==> config.mk <==
export PLATFORM = sky130hd
export DESIGN_NAME = instr_fetch_unit
export DESIGN_NICKNAME = d
export VERILOG_FILES = /design/src/rtl/instr_fetch_unit.sv
export SDC_FILE = /design/constraint.sdc
export NUM_CORES = 1
export LEC_CHECK = 0
export CAP_MARGIN = 20
export CORE_UTILIZATION = 51
export DETAILED_ROUTE_END_ITERATION = 8
export PLACE_DENSITY_LB_ADDON = 0.1
export SLEW_MARGIN = 10
export SYNTH_ARGS = -nofsm -noshare
export SYNTH_HDL_FRONTEND = slang
export SYNTH_SLANG_ARGS = --single-unit
==> constraint.sdc <==
create_clock -name clk -period 5.7 [get_ports clk]
set_clock_uncertainty 0.1 [all_clocks]
set_input_delay 1.71 -clock clk [delete_from_list [all_inputs] [get_ports clk]]
set_output_delay 1.71 -clock clk [all_outputs]
set_load 0.01 [all_outputs]
==> src/rtl/instr_fetch_unit.sv <==
// instr_fetch_unit
//   Holds the PC, fetches 32-bit MIPS instructions over a req/ack handshake, buffers them in a
//   small FIFO and presents the head entry, split into R/I fields, to decode with valid/ready.
//   A taken branch flushes the FIFO, reloads the PC and drops any stale in-flight response.
//
// Parameters
//   RESET_PC   : PC loaded on reset (word-aligned)
//   FIFO_DEPTH : instruction buffer entries (>= 1, power of two)
//
// Ports
//   clk, reset                  : clock, asynchronous active-high reset
//   imem_req/imem_addr          : fetch request and address (address stable while req is high)
//   imem_ack/imem_rdata         : response strobe and instruction word (same cycle)
//   branch_taken/branch_target  : one-cycle redirect pulse and new PC
//   dec_valid/dec_ready         : head-entry handshake with decode
//   opcode, func, rs, rt, rd, shamt, imm : fields of the head word (0 while dec_valid=0)
//   dec_pc                      : address of the head instruction
//   stall_cycles                : only with IFU_PERF_CNT_EN defined; saturating count of
//                                 cycles with dec_ready=1 and dec_valid=0
//
// Optional feature macro: IFU_PERF_CNT_EN

module instr_fetch_unit #(
   parameter logic [31:0] RESET_PC   = 32'h0000_0000,
   parameter int unsigned FIFO_DEPTH = 2
) (
   input  logic        clk,
   input  logic        reset,
   output logic        imem_req,
   output logic [31:0] imem_addr,
   input  logic        imem_ack,
   input  logic [31:0] imem_rdata,
   input  logic        branch_taken,
   input  logic [31:0] branch_target,
   output logic        dec_valid,
   input  logic        dec_ready,
   output logic [5:0]  opcode,
   output logic [5:0]  func,
   output logic [4:0]  rs,
   output logic [4:0]  rt,
   output logic [4:0]  rd,
   output logic [4:0]  shamt,
   output logic [15:0] imm,
   output logic [31:0] dec_pc
`ifdef IFU_PERF_CNT_EN
   ,
   output logic [31:0] stall_cycles
`endif
);

   localparam int unsigned PtrW = (FIFO_DEPTH > 1) ? $clog2(FIFO_DEPTH) : 1;
   localparam int unsigned CntW = $clog2(FIFO_DEPTH + 1);
   localparam logic [CntW-1:0] DepthCnt = CntW'(FIFO_DEPTH);
   localparam logic [PtrW-1:0] LastPtr  = PtrW'(FIFO_DEPTH - 1);

   typedef enum logic [1:0] {StIdle, StWaitAck, StDiscard} state_e;

   state_e          state_q;
   logic [31:0]     pc_q;
   logic [63:0]     mem_q [FIFO_DEPTH];  // {pc, instruction}
   logic [PtrW-1:0] rd_ptr_q;
   logic [PtrW-1:0] wr_ptr_q;
   logic [CntW-1:0] count_q;
   logic            push;
   logic            pop;
   logic [63:0]     head_word;

   function automatic logic [PtrW-1:0] ptr_inc(input logic [PtrW-1:0] p);
      return (p == LastPtr) ? '0 : p + PtrW'(1);
   endfunction

   // A redirect in the ack cycle drops the word, so it never reaches the FIFO.
   assign push = (state_q == StWaitAck) && imem_ack && !branch_taken;
   assign pop  = dec_valid && dec_ready;

   // ---------------------------------------------------------------------------------------
   // Fetch FSM: owns PC, request and address
   // ---------------------------------------------------------------------------------------
   always_ff @(posedge clk or posedge reset) begin
      if (reset) begin
         state_q   <= StIdle;
         imem_req  <= 1'b0;
         imem_addr <= RESET_PC;
         pc_q      <= RESET_PC;
      end else begin
         case (state_q)
            StIdle: begin
               if (branch_taken) begin
                  pc_q <= branch_target;
               end else if (count_q < DepthCnt) begin
                  // Only issue while there is room, so the FIFO can never overflow.
                  imem_req  <= 1'b1;
                  imem_addr <= pc_q;
                  state_q   <= StWaitAck;
               end
            end
            StWaitAck: begin
               if (branch_taken) begin
                  pc_q <= branch_target;
                  if (imem_ack) begin
                     imem_req <= 1'b0;
                     state_q  <= StIdle;
                  end else begin
                     // Keep the old request alive until memory answers, then drop it.
                     state_q <= StDiscard;
                  end
               end else if (imem_ack) begin
                  pc_q     <= pc_q + 32'd4;
                  imem_req <= 1'b0;
                  state_q  <= StIdle;
               end
            end
            StDiscard: begin
               if (branch_taken) begin
                  pc_q <= branch_target;
               end
               if (imem_ack) begin
                  imem_req <= 1'b0;
                  state_q  <= StIdle;
               end
            end
            default: begin
               imem_req <= 1'b0;
               state_q  <= StIdle;
            end
         endcase
      end
   end

   // ---------------------------------------------------------------------------------------
   // Instruction FIFO
   // ---------------------------------------------------------------------------------------
   always_ff @(posedge clk or posedge reset) begin
      if (reset) begin
         rd_ptr_q <= '0;
         wr_ptr_q <= '0;
         count_q  <= '0;
      end else if (branch_taken) begin
         // Flush wins over any same-cycle push or pop.
         rd_ptr_q <= '0;
         wr_ptr_q <= '0;
         count_q  <= '0;
      end else begin
         if (push) begin
            wr_ptr_q <= ptr_inc(wr_ptr_q);
         end
         if (pop) begin
            rd_ptr_q <= ptr_inc(rd_ptr_q);
         end
         if (push && !pop) begin
            count_q <= count_q + CntW'(1);
         end else if (pop && !push) begin
            count_q <= count_q - CntW'(1);
         end
      end
   end

   // Storage needs no reset: contents are only visible when dec_valid is high.
   always_ff @(posedge clk) begin
      if (push) begin
         mem_q[wr_ptr_q] <= {pc_q, imem_rdata};
      end
   end

   // ---------------------------------------------------------------------------------------
   // Decode-side outputs: slices of the registered head entry, forced to 0 when empty
   // ---------------------------------------------------------------------------------------
   assign dec_valid = (count_q != '0);
   assign head_word = dec_valid ? mem_q[rd_ptr_q] : 64'd0;

   assign dec_pc = head_word[63:32];
   assign opcode = head_word[31:26];
   assign rs     = head_word[25:21];
   assign rt     = head_word[20:16];
   assign rd     = head_word[15:11];
   assign shamt  = head_word[10:6];
   assign func   = head_word[5:0];
   assign imm    = head_word[15:0];

`ifdef IFU_PERF_CNT_EN
   // Counts decode starvation; survives redirects and saturates instead of wrapping.
   always_ff @(posedge clk or posedge reset) begin
      if (reset) begin
         stall_cycles <= 32'd0;
      end else if (dec_ready && !dec_valid && (stall_cycles != 32'hFFFF_FFFF)) begin
         stall_cycles <= stall_cycles + 32'd1;
      end
   end
`endif

endmodule

==> flow_summary.toml, run 1 <==
[synthesis]
synthMostInstantiatedCell = "edfxtp_1"
synth-seq-area-share_pct = 65.5
synth-async-reset-ratio_pct = 35.7
synthDistinctLibCells = 53
dominantRegCellSynth = "edfxtp_1"
synth.net_count = 724
yosysTopAreaCellShare_pct = 44.8
yosysWarnings = 0
synth_edf_count = 128
avgSynthCellArea_sq_um = 13.2
synth-seq-cells = 199
synth_cells = 649
synth_commonest_cells = "128 x edfxtp_1, 85 x nor2_1, 71 x dfrtp_1, 66 x mux2i_1, 34 x mux2_2"
synthTopCellsByArea = "edfxtp_1 45%, dfrtp_1 21%, mux2i_1 7.7%"
netlist_area_sq_um = 8580
synth_largest_area_cell = "edfxtp_1"

[route]
dr.pass1.iters = 5
drt_wl_total_um = 18200
vias_per_cell = 5.57
drt_iter0_drc = 302
num_vias = 5809
drcViolationCount = 0
wl_per_cell_um = 17.5
ant_nets = 0

[sta]
setup_viol_count_final = 0
fin_tns_setup_ns = 0
fin_crit_sh_pct = 73.4
finalCriticalPeriod_ns = 4.18
finalMaxSlewViolations = 0
fmax_ghz = 0.239
relSlewSlack_pct = 41.3
grt_setup_unrepaired = "no"
tightest_slew_ns = 0.878
hold_viol = 0
hold_ws_ns = 0.406

[placement]
placed_cell_area_sq_um = 10500
hpwlAfterDp_um = 11900
globalplace.congestion = 0.838
io_buffer_count = 182

[global_route]
grt_pass1_vias = 5691
gr-total-overflow = 0
antenna_found_initial = 0
grt_max_degree = 66
grt_pass1_wl_um = 29500
grtUsageTotal_pct = 21.9

[critical_path]
rrSetupSlack_ns = 3.13
reg2reg_from = "state_q[0]"
cp_max_fo = 32
worst_setup_path_end_kind = "primary output"
reg2reg_to = "pc_q[29]"
crit_arrival_ns = 2.37
critPathLaunchType = "flop"
critical_path_class = "reg2out"
required_ns = 3.89
reg2reg_depth = 6

[finish]
nets = 885
fillCellCount = 1190
drive_above_1_share_pct = 11.1
multiInputGateArea_sq_um = 2690
antenna_cells = 0
fin_area_sq_um = 11100
regArea_sq_um = 5620
syn2layout_area_growth_pct = 29.8

[power_and_ir_drop]
p_per_area_nw_per_um2 = 446
power.total_mw = 4.97
ir_drop_mv = 0.262
leakagePower_nw = 3.87

[clocking]
cts-hold-fix-buffers = 0
clk_latency_ns = 0.42
clk_pin_slew_ns = 0.07
cts.sinks = 199
clk_path_buf_depth = 2
post-cts-setup-buffers = 0
cts_root_buf = "clkbuf_16"
numCtsBuffers = 17
htree_levels = 4
ctsResizeCount = 0
cts_tree = "built"

[floorplanning]
io_pins = 183
die-height_um = 132
dieArea_sq_um = 17300
coreArea_sq_um = 16500
fp.dieW_um = 132
row_count = 47
initial_utilization_pct = 51.9

[min_path]
holdPathStages = 0
whs_endpoint = "mem_q[1][33]"
holdCritStartpoint = "pc_q[1]"
min_path_type = "reg2reg"

[status]
status = "complete, no violations"

[flow_run]
cap_violations = 0
## how the worst max path moves through the flow
stage                 startpoint     endpoint  slack, ns
floorplan           branch_taken  mem_q[0][0]       0.33
finish                count_q[1]        rd[3]       1.52
detailed placement    count_q[1]      func[0]       1.52
CTS                   count_q[1]      func[0]       1.06
global placement      count_q[1]     shamt[0]       1.57
global route          count_q[1]      func[5]       1.36
## flip-flops by register name, indices dropped and copies added, names as in the netlist
signal / flops
mem_q: 128
imem_addr: 32
pc_q: 32
count_q: 2
state_q: 2
imem_req: 1
rd_ptr_q: 1
wr_ptr_q: 1
## layout make-up
cell class,instances,area share [%]
flip-flops and latches,199,50.5
repair buffers,192,17.4
clock buffers,18,3.85
multi-input cells,390,24.1
well taps,220,2.47
inverters,10,0.348
clock inverters,14,1.22
## placed cells by master, fill, tap and decap left out, drive strengths merged, types with 8 or more instances in the layout
cell type	n
a31oi	8
dfrtp	71
nand2	29
buf	10
inv	17
edfxtp	128
nor2	85
a2bb2oi	10
mux2i	66
mux2	34
o21ai	23
nand4	15
nand3	12
clkbuf	18
a21oi	28
o22ai	11
clkdlybuf4s50	182
## cell families after synthesis
logic type	count (synthesis)	synth area share (%)
compound gates	102	7.57
xor+xnor	3	0.306
simple gates	179	10.1
flops	199	65.5
mux	100	12.2
buf+inv	60	3.49
fa+ha+maj	6	0.875
## power breakdown
part	switching (mW)	internal [mW]	leakage (nW)
sequential	0.338	1.94	1.99
combinational	0.729	0.811	1.61
clock	0.537	0.615	0.275
## critical path, stage by stage (launching register included)
cell and delay, ns:
dfrtp_1 0.47, nor2_4 0.36, buf_12 0.25, buf_4 0.28
nor2_1 0.10, clkdlybuf4s50_1 0.49
## routing by layer
| metal | GRT usage (%) | up-vias | routed length [um] |
|---|---|---|---|
| met4 | 8.14 | 0 | 331 |
| met1 | 28.3 | 2875 | 7820 |
| li1 | - | 2711 | - |
| met3 | 3.67 | 21 | 843 |
| met2 | 37.1 | 202 | 9220 |
| met5 | 0 | - | 0 |
## through the flow
stage / std cells / setup WS [ns] / utilization, %
after floorplan: 649 / 0.331 / -
after global placement: 1009 / 1.57 / 63.7
after detailed placement: 1009 / 1.52 / 63.7
after CTS: 1041 / 1.06 / 67.1
after global routing: 1043 / 1.36 / 67.4
final: 1043 / 1.52 / 67.4
(Power assumes the default switching activity.)
==> inputs of run 2 (changes only) <==
- clock period: 5.7 -> 3.96 ns (I/O delays scaled with it)
==> run 2 against run 1 <==
Against the previous run: highest routed layer unchanged; cell count rose by 0.67%; count of clock-buffer cells in the layout rose by 1; hold slack improved by 0.0015 ns; global-route usage rose by 0.64 points; largest power group unchanged.
==> flow_summary.toml, run 2 (synthesis results as in run 1) <==
[power_and_ir_drop]
internal-power_mw = 4.92
power.total_mw = 7.27
comb_power_share_pct = 31.0
p_per_area_nw_per_um2 = 647
leakagePower_nw = 3.92
ir_drop_mv = 0.340
p_clk_share_pct = 23.8
swShare_pct = 32.3
seq_power_share_pct = 45.2
switchingPower_mw = 2.35

[critical_path]
slowest_stage = "clkdlybuf4s50_1"
crit_arrival_ns = 2.30
critical_path_class = "reg2out"
cp_max_fo = 21
critPathLaunchType = "flop"
cp_cell_sequence = "nor2_4 > buf_4 > nor2_1 > clkdlybuf4s50_1"
worst_setup_path_end_kind = "primary output"
cp_slowest_stage_delay_ns = 0.50
required_ns = 2.67

[sta]
finalCriticalPeriod_ns = 3.59
fin_tns_setup_ns = 0
tightest_slew_ns = 0.796
finalMaxSlewViolations = 0
relSlewSlack_pct = 46.9
fin_crit_sh_pct = 90.6
grt_setup_unrepaired = "no"
fmax_ghz = 0.279
hold_viol = 0
setup_viol_count_final = 0

[route]
vias_per_cell = 5.61
dr.pass1.iters = 5
wl_per_cell_um = 17.8
ant_nets = 0
drt_iter0_drc = 389
num_vias = 5894
drcViolationCount = 0
drt_wl_total_um = 18700

[floorplanning]
row_count = 47
coreArea_sq_um = 16500
dieArea_sq_um = 17300
die-height_um = 132
io_pins = 183
fp.dieW_um = 132
initial_utilization_pct = 51.9

[global_route]
grtUsageTotal_pct = 22.5
gr-total-overflow = 0
grt_pass1_vias = 5801
grt_max_degree = 65
antenna_found_initial = 0
grt_pass1_wl_um = 30000

[finish]
antenna_cells = 0
fillCellCount = 1171
nets = 892
layout_common_cells = "182 x clkdlybuf4s50_1, 128 x edfxtp_1, 82 x nor2_1"
stdcell_count = 1050
drive_above_1_share_pct = 11.7
largest-register = "mem_q"
reg_top3 = "mem_q x128, imem_addr x32, pc_q x32"
post-route-util_pct = 68.0
syn2layout_area_growth_pct = 30.9
largest_reg_flops = 128
final_common_cell = "clkdlybuf4s50_1"

[placement]
globalplace.congestion = 0.854
io_buffer_count = 182
dp_cells = 1018
hpwlAfterDp_um = 12800

[clocking]
cts-hold-fix-buffers = 0
clk_latency_ns = 0.42
post-cts-setup-buffers = 0
clk_pin_slew_ns = 0.07
cts_tree = "built"
cts_root_buf = "clkbuf_16"
cts.sinks = 199
clk_path_buf_depth = 2
numCtsBuffers = 17
ctsResizeCount = 0
htree_levels = 4

[status]
status = "complete, no violations"

[min_path]
min_path_type = "reg2reg"

[flow_run]
cap_violations = 0
[run 2: cell types whose count changed in the layout (fill, tap and decap cells not counted), sizes merged]
cell,before,now
buf,10,17
bufinv,1,2
clkbuf,18,19
clkinv,4,7
clkinvlp,2,0
inv,17,14
[run 2: worst max-delay path, delay by kind of cell, from the launching register on]
kind	cells	cell delay [ns]
buffers and inverters	2	0.85
and+or+nand+nor	2	0.55
DFF	1	0.47
[run 2: routing by layer]
layer / track usage [%] / vias to the layer above / part of all wire, %
met1: 28.2 / 2920 / 41
met4: 9.24 / 0 / 2.1
li1: - / 2731 / -
met2: 38.6 / 215 / 51
met3: 4.09 / 28 / 5.6
met5: 0 / - / 0
[run 2: through the flow]
| step | cell area, sq um | hold slack (ns) | setup slack, ns |
|---|---|---|---|
| after detailed placement | 10600 | 0.394 | 0.590 |
| final | 11200 | 0.407 | 0.374 |
| after CTS | 11200 | 0.411 | 0.313 |
| after global routing | 11200 | 0.420 | 0.256 |
| after global placement | 10600 | 0.372 | 0.675 |
| after floorplan | 8580 | 0.337 | 0.195 |
[run 2: power by group through the flow]
stage,sequential [mW],combinational [mW],clock [mW]
2_1_floorplan,3.21,1.28,0
3_3_place_gp,3.29,2.19,0
3_5_place_dp,3.32,2.26,0
4_1_cts,3.28,2.27,1.76
5_1_grt,3.35,2.44,1.85
6_report,3.28,2.25,1.73
[run 2: path summary, 6_finish.rpt]
path / startpoint / end / slack [ns] / cells after the start
max reg2reg: state_q[0] / pc_q[31] / 1.55 / 7
min: imem_addr[0] / imem_addr[0] / 0.41 / 1
max: count_q[1] / func[0] / 0.37 / 4
min reg2reg: imem_addr[0] / imem_addr[0] / 0.41 / 1
min in group asynchronous: reset / imem_addr[5] / 1.10 / 2
max in group asynchronous: reset / pc_q[17] / 1.94 / 3
[run 2: cell type report]
class                   count  area [sq um]  area share [%]
clock inverters            13           161            1.44
well taps                 220           275            2.45
inverters                  10          38.8           0.345
multi-input cells         390          2690            23.9
repair buffers            199          2010            17.9
flip-flops and latches    199          5620            50.1
clock buffers              19           433            3.85
